<file path="src/rtl/mix_columns_seq_if.sv">
// mix_columns_seq_if: valid/ready bundle carrying one 128-bit AES state in and one out.
// master drives the input state and result acceptance; slave is the engine side.
interface mix_columns_seq_if;
    logic [127:0] iData;
    logic         iInv;
    logic         iValid;
    logic         oReady;
    logic [127:0] oData;
    logic         oValid;
    logic         iReady;

    modport master (
        output iData, iInv, iValid, iReady,
        input  oReady, oData, oValid
    );

    modport slave (
        input  iData, iInv, iValid, iReady,
        output oReady, oData, oValid
    );
endinterface

</file>
<file path="src/rtl/mix_columns_seq.sv">
// mix_columns_seq: sequential AES MixColumns engine, COLS_PER_CYCLE column units per clock.
// Define MIXCOL_INV_EN to add InvMixColumns, selected per transaction by iInv.
module mix_columns_seq #(
    parameter int COLS_PER_CYCLE = 1
) (
    input  logic             iClk,
    input  logic             iRst_n,
    mix_columns_seq_if.slave bus
);
    if (!(COLS_PER_CYCLE == 1 || COLS_PER_CYCLE == 2 || COLS_PER_CYCLE == 4)) begin : g_bad_cfg
        $error("mix_columns_seq: COLS_PER_CYCLE must be 1, 2 or 4");
    end

    localparam logic [1:0] COL_STEP = 2'(COLS_PER_CYCLE);
    localparam logic [1:0] LAST_COL = 2'(4 - COLS_PER_CYCLE);

    typedef enum logic [1:0] {IDLE, BUSY, DONE} state_t;

    state_t      state_q, state_d;
    logic        ready_q;
    logic [1:0]  col_q;
    logic [31:0] in_col_q  [4];
    logic [31:0] res_col_q [4];
    logic [31:0] unit_out  [COLS_PER_CYCLE];
    logic        capture;

    function automatic logic [7:0] xt(input logic [7:0] a);
        return {a[6:0], 1'b0} ^ (a[7] ? 8'h1b : 8'h00);
    endfunction

    // 2*a_r ^ 3*a_{r+1} folded as xt(a_r ^ a_{r+1}) ^ a_{r+1}
    function automatic logic [31:0] fwd_col(input logic [31:0] a);
        logic [7:0]  v [4];
        logic [31:0] b;
        b = '0;
        for (int unsigned r = 0; r < 4; r++) v[2'(r)] = a[31-8*r -: 8];
        for (int unsigned r = 0; r < 4; r++)
            b[31-8*r -: 8] = xt(v[2'(r)] ^ v[2'(r+1)]) ^ v[2'(r+1)] ^ v[2'(r+2)] ^ v[2'(r+3)];
        return b;
    endfunction

`ifdef MIXCOL_INV_EN
    function automatic logic [31:0] inv_col(input logic [31:0] a);
        logic [7:0]  v [4];
        logic [7:0]  m9 [4], mb [4], md [4], me [4];
        logic [7:0]  x2, x4, x8;
        logic [31:0] b;
        b = '0;
        for (int unsigned r = 0; r < 4; r++) begin
            v[2'(r)]  = a[31-8*r -: 8];
            x2        = xt(v[2'(r)]);
            x4        = xt(x2);
            x8        = xt(x4);
            m9[2'(r)] = x8 ^ v[2'(r)];
            mb[2'(r)] = x8 ^ x2 ^ v[2'(r)];
            md[2'(r)] = x8 ^ x4 ^ v[2'(r)];
            me[2'(r)] = x8 ^ x4 ^ x2;
        end
        for (int unsigned r = 0; r < 4; r++)
            b[31-8*r -: 8] = me[2'(r)] ^ mb[2'(r+1)] ^ md[2'(r+2)] ^ m9[2'(r+3)];
        return b;
    endfunction

    logic mode_q;
`else
    logic unused_inv;
    assign unused_inv = bus.iInv;
`endif

    assign capture    = (state_q == IDLE) && ready_q && bus.iValid;
    assign bus.oReady = ready_q;
    assign bus.oValid = (state_q == DONE);
    assign bus.oData  = {res_col_q[0], res_col_q[1], res_col_q[2], res_col_q[3]};

    always_comb begin
        state_d = state_q;
        case (state_q)
            IDLE:    if (capture) state_d = BUSY;
            BUSY:    if (col_q == LAST_COL) state_d = DONE;
            DONE:    if (bus.iReady) state_d = IDLE;
            default: state_d = IDLE;
        endcase
    end

    // ready is registered so it stays low while reset is held and rises on the first edge after
    always_ff @(posedge iClk or negedge iRst_n) begin
        if (!iRst_n) begin
            state_q <= IDLE;
            ready_q <= 1'b0;
        end else begin
            state_q <= state_d;
            ready_q <= (state_d == IDLE);
        end
    end

    always_comb begin
        for (int unsigned u = 0; u < COLS_PER_CYCLE; u++) begin
`ifdef MIXCOL_INV_EN
            unit_out[u] = mode_q ? inv_col(in_col_q[col_q + 2'(u)])
                                 : fwd_col(in_col_q[col_q + 2'(u)]);
`else
            unit_out[u] = fwd_col(in_col_q[col_q + 2'(u)]);
`endif
        end
    end

    always_ff @(posedge iClk or negedge iRst_n) begin
        if (!iRst_n) begin
            col_q <= '0;
`ifdef MIXCOL_INV_EN
            mode_q <= 1'b0;
`endif
            for (int unsigned c = 0; c < 4; c++) begin
                in_col_q[2'(c)]  <= '0;
                res_col_q[2'(c)] <= '0;
            end
        end else if (capture) begin
            col_q <= '0;
`ifdef MIXCOL_INV_EN
            mode_q <= bus.iInv;
`endif
            for (int unsigned c = 0; c < 4; c++) in_col_q[2'(c)] <= bus.iData[127-32*c -: 32];
        end else if (state_q == BUSY) begin
            col_q <= col_q + COL_STEP;
            for (int unsigned u = 0; u < COLS_PER_CYCLE; u++) res_col_q[col_q + 2'(u)] <= unit_out[u];
        end
    end
endmodule

</file>
<file path="src/flat_wrapper.sv">
// flat-port wrapper written by rule: the top's interface ports become plain ports
module mix_columns_seq_flat 
#(
    parameter int COLS_PER_CYCLE = 1
)
  (iClk, iRst_n, bus_iData, bus_iInv, bus_iValid, bus_iReady, bus_oReady, bus_oData, bus_oValid);
  mix_columns_seq_if bus_i ();
  input  logic iClk;
  input  logic iRst_n;
  input wire logic [$bits(bus_i.iData)-1:0] bus_iData;
  input wire logic [$bits(bus_i.iInv)-1:0] bus_iInv;
  input wire logic [$bits(bus_i.iValid)-1:0] bus_iValid;
  input wire logic [$bits(bus_i.iReady)-1:0] bus_iReady;
  output wire logic [$bits(bus_i.oReady)-1:0] bus_oReady;
  output wire logic [$bits(bus_i.oData)-1:0] bus_oData;
  output wire logic [$bits(bus_i.oValid)-1:0] bus_oValid;
  assign bus_i.iData = bus_iData;
  assign bus_i.iInv = bus_iInv;
  assign bus_i.iValid = bus_iValid;
  assign bus_i.iReady = bus_iReady;
  assign bus_oReady = bus_i.oReady;
  assign bus_oData = bus_i.oData;
  assign bus_oValid = bus_i.oValid;
  mix_columns_seq #(.COLS_PER_CYCLE(COLS_PER_CYCLE)) u_core (.iClk(iClk), .iRst_n(iRst_n), .bus(bus_i));
endmodule
</file>
<file path="config.mk">
export PLATFORM = sky130hd
export DESIGN_NAME = mix_columns_seq_flat
export DESIGN_NICKNAME = d
export VERILOG_FILES = /design/src/rtl/mix_columns_seq_if.sv /design/src/rtl/mix_columns_seq.sv /design/src/flat_wrapper.sv
export SDC_FILE = /design/constraint.sdc
export NUM_CORES = 1
export LEC_CHECK = 0
export CAP_MARGIN = 20
export CORE_MARGIN = 2
export CORE_UTILIZATION = 43
export CTS_BUF_LIST = sky130_fd_sc_hd__clkbuf_16
export CTS_CLUSTER_DIAMETER = 50
export DETAILED_ROUTE_END_ITERATION = 10
export DONT_BUFFER_PORTS = 1
export PLACE_DENSITY = 0.59
export SLEW_MARGIN = 20
export SYNTH_ARGS = -nofsm -noshare
export SYNTH_HDL_FRONTEND = slang
export SYNTH_SLANG_ARGS = --single-unit
</file>
<file path="constraint.sdc">
create_clock -name iClk -period 2.55 [get_ports iClk]
set_input_delay 0.6375 -clock iClk [delete_from_list [all_inputs] [get_ports iClk]]
set_output_delay 0.6375 -clock iClk [all_outputs]
set_load 0.1 [all_outputs]
</file>
==> results of run 1 <==
critical path: stages, from the launching register on:
cell	delay, ns
dfrtp_2	0.41
buf_12	0.18
mux4_1	0.73
xnor3_1	0.46
xnor2_1	0.21
buf_4	0.20
o21ai_0	0.09
cell usage in the layout (no fill, tap or decap), types with 8 or more instances in the layout:
cell type,Yosys,layout
xnor3_1,31,29
o21ai_0,59,59
xor3_1,9,9
xnor2_1,8,8
mux2_2,128,128
clkinv_1,0,8
clkbuf_16,0,29
o21ai_1,70,70
mux4_2,28,30
nand2_1,133,129
dfrtp_1,261,260
buf_12,1,12
buf_4,0,141
metal layers:
| metal | GRT usage, % | wire, µm | vias up |
|---|---|---|---|
| met5 | 0 | 66 | - |
| met4 | 5.03 | 634 | 12 |
| met3 | 6.70 | 2340 | 56 |
| met2 | 33.0 | 13600 | 238 |
| met1 | 26.4 | 11700 | 3443 |
| li1 | - | - | 3161 |
cell type report:
class	count	share of cell area, %
sequential	261	47.0
tap	335	3.01
clock buffer	29	5.22
antenna	4	0.0720
multi-input combinational	506	34.5
timing repair buffer	153	9.34
clock inverter	19	0.774
inverter	4	0.108
metrics by stage:
step / std cells / setup slack, ns / TNS [ns] / cell area, µm² / util (%)
floorplan: 819 / 0.0860 / 0 / 11600 / -
global placement: 1259 / 0.101 / 0 / 13000 / 49.8
detailed placement: 1259 / 0.0363 / 0 / 13000 / 49.8
CTS: 1307 / 0.0235 / 0 / 13900 / 52.9
global route: 1309 / -0.000147 / -0.000147 / 13900 / 53.0
finish: 1311 / 0.115 / 0 / 13900 / 53.1
what timing repair did:
action | CTS | global route
resized for setup | 0 | 7
endpoints found under the setup margin | 0 | 15
endpoints found under the hold margin | 261 | 261
sequential cells by signal, indices dropped and copies added (netlist names):
signal             flops
u_core.state_q         2
u_core.col_q           2
u_core.in_col_q      128
u_core.bus.oData     128
u_core.bus.oReady      1
kinds of logic (layout without fill, tap and decap cells):
kind of cell             after synthesis  in the layout
flip-flops                           261            261
multiplexers                         160            160
AND/OR/NAND/NOR                      140            140
AO/OA/AOI/OAI                        131            131
XOR/XNOR                              71             71
buffers and inverters                 52            205
adder cells (fa/ha/maj)                4              4
other                                  0              4
final timing paths:
kind	startpoint	endpoint	slack [ns]	cells after the start
min in group iClk	bus_iData[116]	u_core.in_col_q[116]	0.25	1
worst max-delay path	u_core.col_q[0]	u_core.bus.oData[101]	0.11	6
worst max register to register	u_core.col_q[0]	u_core.bus.oData[101]	0.11	6
worst min register to register	u_core.bus.oData[30]	u_core.bus.oData[30]	0.48	2
worst min-delay path	iRst_n	u_core.bus.oData[101]	-0.19	0
max in group asynchronous	iRst_n	u_core.in_col_q[46]	2.42	0
==> metrics.csv, run 1 <==
stage,metric,value,unit
yosys,synth_cell_types,27,
clock_tree,cts_made_buffers,29,
timing,fin_crit,2.44,ns
worst_setup_path,endpoint_kind,flop,
yosys,syn_area,0.0116,mm²
floorplanning,die_w,168,µm
timing,slew_violations,0,
clock_tree,cts_htree_levels,1,
floorplanning,coreArea,0.0262,mm²
timing,final-hold-violation-count,261,
global_routing,antenna_found_initial,10,
finish,multi_input_area,0.00479,mm²
finish,num-fill-cells,2148,
routing,wl,28300,µm
outcome,outcome,finished with violations,
routing,avgViaCountPerCell,5.27,
placement,gp_congestion,0.759,
global_routing,grt_max_degree,262,
clock_tree,clk_latency,0.54,ns
timing,fin_skew,0.0140,ns
yosys,synth_cells,819,
yosys,synth.most_common_cell,dfrtp_1,
routing,drcViolationCount,0,
yosys,synth_common_cells,"dfrtp_1 (261), nand2_1 (133), mux2_2 (128), o21ai_1 (70), o21ai_0 (59)",
yosys,avgSynthCellArea,14.1,µm²
clock_tree,cts_setup_buffers,0,
yosys,synth.area.mux_share,18.8,%
placement,port_buffers,0,
yosys,synth_area_leaders,"dfrtp_1 (57%), mux2_2 (12%), xnor3_1 (6.0%), mux4_2 (5.5%), nand2_1 (4.3%)",
timing,finalSetupViolCount,0,
outcome,failed_checks,negative hold slack,
yosys,ys_warn_count,0,
clock_tree,cts.clk_slew.worst_paths,0.06,ns
routing,vias,6910,
yosys,synth_seq_area_share,56.5,%
yosys,synth_enable_flop_cells,0,
yosys,syn-num-nets,956,
timing,fmax,411,MHz
yosys,synthFlopType,dfrtp_1,
yosys,synth_area_leader_cell,dfrtp_1,
floorplanning,ios,263,
clock_tree,cts_root_buf,clkbuf_16,
global_routing,grt_pass1_wl,43700,µm
routing,final_antenna_net_count,0,
yosys,yosysTopAreaCellShare,56.5,%
clock_tree,cts_tree,done,
routing,initialDrtViolationCount,477,
routing,drtPass1Iterations,4,
yosys,synth-simple-area-share,4.60,%
routing,wire_per_inst,21.6,µm
clock_tree,clock_sinks,261,
finish,fin_nets,1092,
floorplanning,rows,59,
timing,slew_headroom,71.3,%
floorplanning,die_y,168,µm
clock_tree,cts_buffer_depth,3,
global_routing,track_usage,20.2,%
yosys,synthAdderAreaFrac,0.433,%
hold_path,hp-class,in2async,
placement,dp_hpwl,20500,µm
finish,regArea,0.00653,mm²
worst_setup_path,cp-start-kind,flop,
timing,hold_ws,-0.191,ns
yosys,ys_ff_latch,261,
worst_setup_path,critPathKind,reg2reg,
floorplanning,start_util,44.1,%
yosys,synth-compound-area-share,5.70,%
floorplanning,dieArea,0.0282,mm²
worst_setup_path,crit_fanout,16,
timing,worst_pin_slew,0.429,ns
yosys,synth-xor-area-share,11.6,%
yosys,synth-async-reset-ratio,100,%
worst_setup_path,arrival,2.83,ns
finish,drive_gt1_share,38.3,%
global_routing,grt_pass1_vias,7351,
global_routing,grt_overflow_total,0,
worst_setup_path,worstPathRequired,2.94,ns
run,maxCapViolations,0,
finish,area_delta_synth_final,20.4,%
timing,fin_crit_sh,95.5,%
yosys,synth_top_family_by_area,multiplexers,
Power of run 1 is left out: the tool's default activity adds up to more than one toggle a clock period on the data nets, which glitch-free logic cannot reach.
==> inputs of run 2 (changes only) <==
--- a/config.mk
+++ b/config.mk
@@ -6,6 +6,7 @@
 export NUM_CORES = 1
 export LEC_CHECK = 0
 export CAP_MARGIN = 20
+export CORE_ASPECT_RATIO = 0.5
 export CORE_MARGIN = 2
 export CORE_UTILIZATION = 43
 export CTS_BUF_LIST = sky130_fd_sc_hd__clkbuf_16
==> metrics.csv, run 2 (synthesis gave the netlist of run 1 again) <==
stage,metric,value,unit,change
global_routing,grt-busiest-layer,met2,,
clock_tree,cts_buffer_depth,3,,unchanged
floorplanning,dieArea,0.0283,mm²,+0.28%
worst_setup_path,r2r-end,u_core.bus.oData[11],,
routing,vias,6778,,-1.9%
floorplanning,die_w,236,µm,+40%
global_routing,track_usage,21.1,%,+0.86 points
routing,avgViaCountPerCell,5.10,,-3.3%
worst_setup_path,worstRegToRegCells,6,,unchanged
routing,wire_per_inst,21.9,µm,+1.1%
worst_setup_path,crit_fanout,14,,-2
worst_setup_path,arrival,2.95,ns,+0.12 ns
global_routing,antenna_found_initial,6,,-4
timing,final-hold-violation-count,261,,unchanged
clock_tree,clock_sinks,261,,unchanged
timing,slew_violations,0,,unchanged
finish,area_delta_synth_final,20.0,%,
clock_tree,cts.clk_slew.worst_paths,0.07,ns,about the same
placement,port_buffers,0,,unchanged
timing,finalSetupTns,0,ns,unchanged
timing,fmax,402,MHz,-2.0%
hold_path,hp-class,in2async,,
timing,fin_skew,0.0156,ns,+0.00161 ns
finish,final_common_cell,dfrtp_1,,
finish,fin_nets,1095,,+0.27%
clock_tree,clk_latency,0.54,ns,about the same
timing,finalSetupViolCount,0,,unchanged
timing,rsz0062_at_grt,yes,,
global_routing,gr-usage-met2,32.8,%,-0.15 points
outcome,failed_checks,negative hold slack,,
floorplanning,rows,42,,-29%
worst_setup_path,critPathKind,reg2reg,,
worst_setup_path,crit_path_end,u_core.bus.oData[11],,
worst_setup_path,r2r-start,u_core.col_q[0],,
floorplanning,coreArea,0.0264,mm²,+0.86%
global_routing,grt_pass1_wl,44400,µm,+1.6%
worst_setup_path,endpoint_kind,flop,,
global_routing,grtUsageMet3,5.91,%,-0.79 points
clock_tree,cts_htree_levels,1,,unchanged
timing,worst_pin_slew,0.711,ns,+0.282 ns
worst_setup_path,rrSetupSlack,0.06,ns,-0.05 ns
routing,final_antenna_net_count,0,,unchanged
finish,mostFrequentLayoutCells,"dfrtp_1 (259), buf_4 (151), nand2_1 (129)",,
worst_setup_path,cp-startpoint,u_core.col_q[0],,
clock_tree,cts_tree,done,,
timing,slew_headroom,52.6,%,-19 points
routing,wl,29100,µm,+2.6%
clock_tree,cts_made_buffers,25,,-14%
timing,fin_crit_sh,97.5,%,+2.0 points
timing,fin_crit,2.49,ns,+0.0498 ns
finish,drive_gt1_share,38.6,%,+0.37 points
timing,hold_ws,-0.194,ns,-0.00236 ns
worst_setup_path,cp-start-kind,flop,,
outcome,outcome,finished with violations,,
run,maxCapViolations,0,,unchanged
global_routing,grt_pass1_vias,7053,,-4.1%
worst_setup_path,worstPathRequired,3.02,ns,+0.08 ns
floorplanning,die_y,120,µm,-29%
clock_tree,cts_root_buf,clkbuf_16,,
floorplanning,ios,263,,unchanged
routing,drcViolationCount,0,,unchanged
routing,initialDrtViolationCount,462,,-3.1%
global_routing,grt_max_degree,262,,unchanged
global_routing,grt_overflow_total,0,,unchanged
placement,gp_congestion,0.787,,+3.8%
placement,dp_hpwl,21000,µm,+2.2%
routing,drtPass1Iterations,5,,+1
global_routing,met1_usage,29.4,%,+3.0 points
floorplanning,start_util,43.7,%,-0.38 points
==> run 2: cell types whose count changed in the layout (fill, tap and decap cells not counted), sizes merged <==
cell      before  now
inv            8   11
diode          4    5
buf          153  160
clkinv        13    8
bufinv         0    1
clkbuf        29   25
clkinvlp       2    1
==> run 2: per-layer routing <==
| metal | wire, µm | vias to the layer above |
|---|---|---|
| met3 | 1840 | 37 |
| li1 | - | 3157 |
| met1 | 13300 | 3415 |
| met2 | 13300 | 167 |
| met5 | 20 | - |
| met4 | 616 | 2 |
==> run 2: cell type report <==
type	count	area [µm²]
antenna	5	12.5
clock inverter	17	106
tap	352	440
multi-input combinational	506	4810
sequential	261	6530
timing repair buffer	160	1310
clock buffer	25	626
inverter	4	15.0
fill	2274	12600
==> run 2: through the flow <==
stage / utilization (%) / cells / hold WS [ns] / instance area (µm²) / worst slack, ns
floorplan: - / 819 / 0.342 / 11600 / 0.0860
global placement: 49.4 / 1281 / 0.349 / 13100 / 0.0439
detailed placement: 49.4 / 1281 / 0.348 / 13100 / 0.00202
CTS: 52.2 / 1323 / -0.235 / 13800 / 0.00564
global route: 52.4 / 1328 / -0.219 / 13900 / -0.0211
finish: 52.4 / 1330 / -0.194 / 13900 / 0.0648
==> run 2: repair_timing <==
action,in CTS,in global routing
setup buffers,0,2
gates resized for setup,1,9
hold endpoints to repair,261,261
endpoints found under the setup margin,1,41
==> run 2: how the worst min path moves through the flow <==
stage,startpoint,to,cells past startpoint
2_1_floorplan,iRst_n,u_core.bus.oData[0],0
3_3_place_gp,iRst_n,u_core.in_col_q[72],0
3_5_place_dp,iRst_n,u_core.in_col_q[104],0
4_1_cts,iRst_n,u_core.in_col_q[116],0
5_1_grt,iRst_n,u_core.in_col_q[116],0
6_report,iRst_n,u_core.in_col_q[98],0
==> run 2: critical path, stage by stage (launching register included) <==
cell and delay (ns):
dfrtp_2 0.46, buf_12 0.20, mux4_2 0.59, buf_4 0.19
xnor2_4 0.29, xnor3_2 0.49, o21ai_1 0.16
Power of run 2 is left out for the same reason.
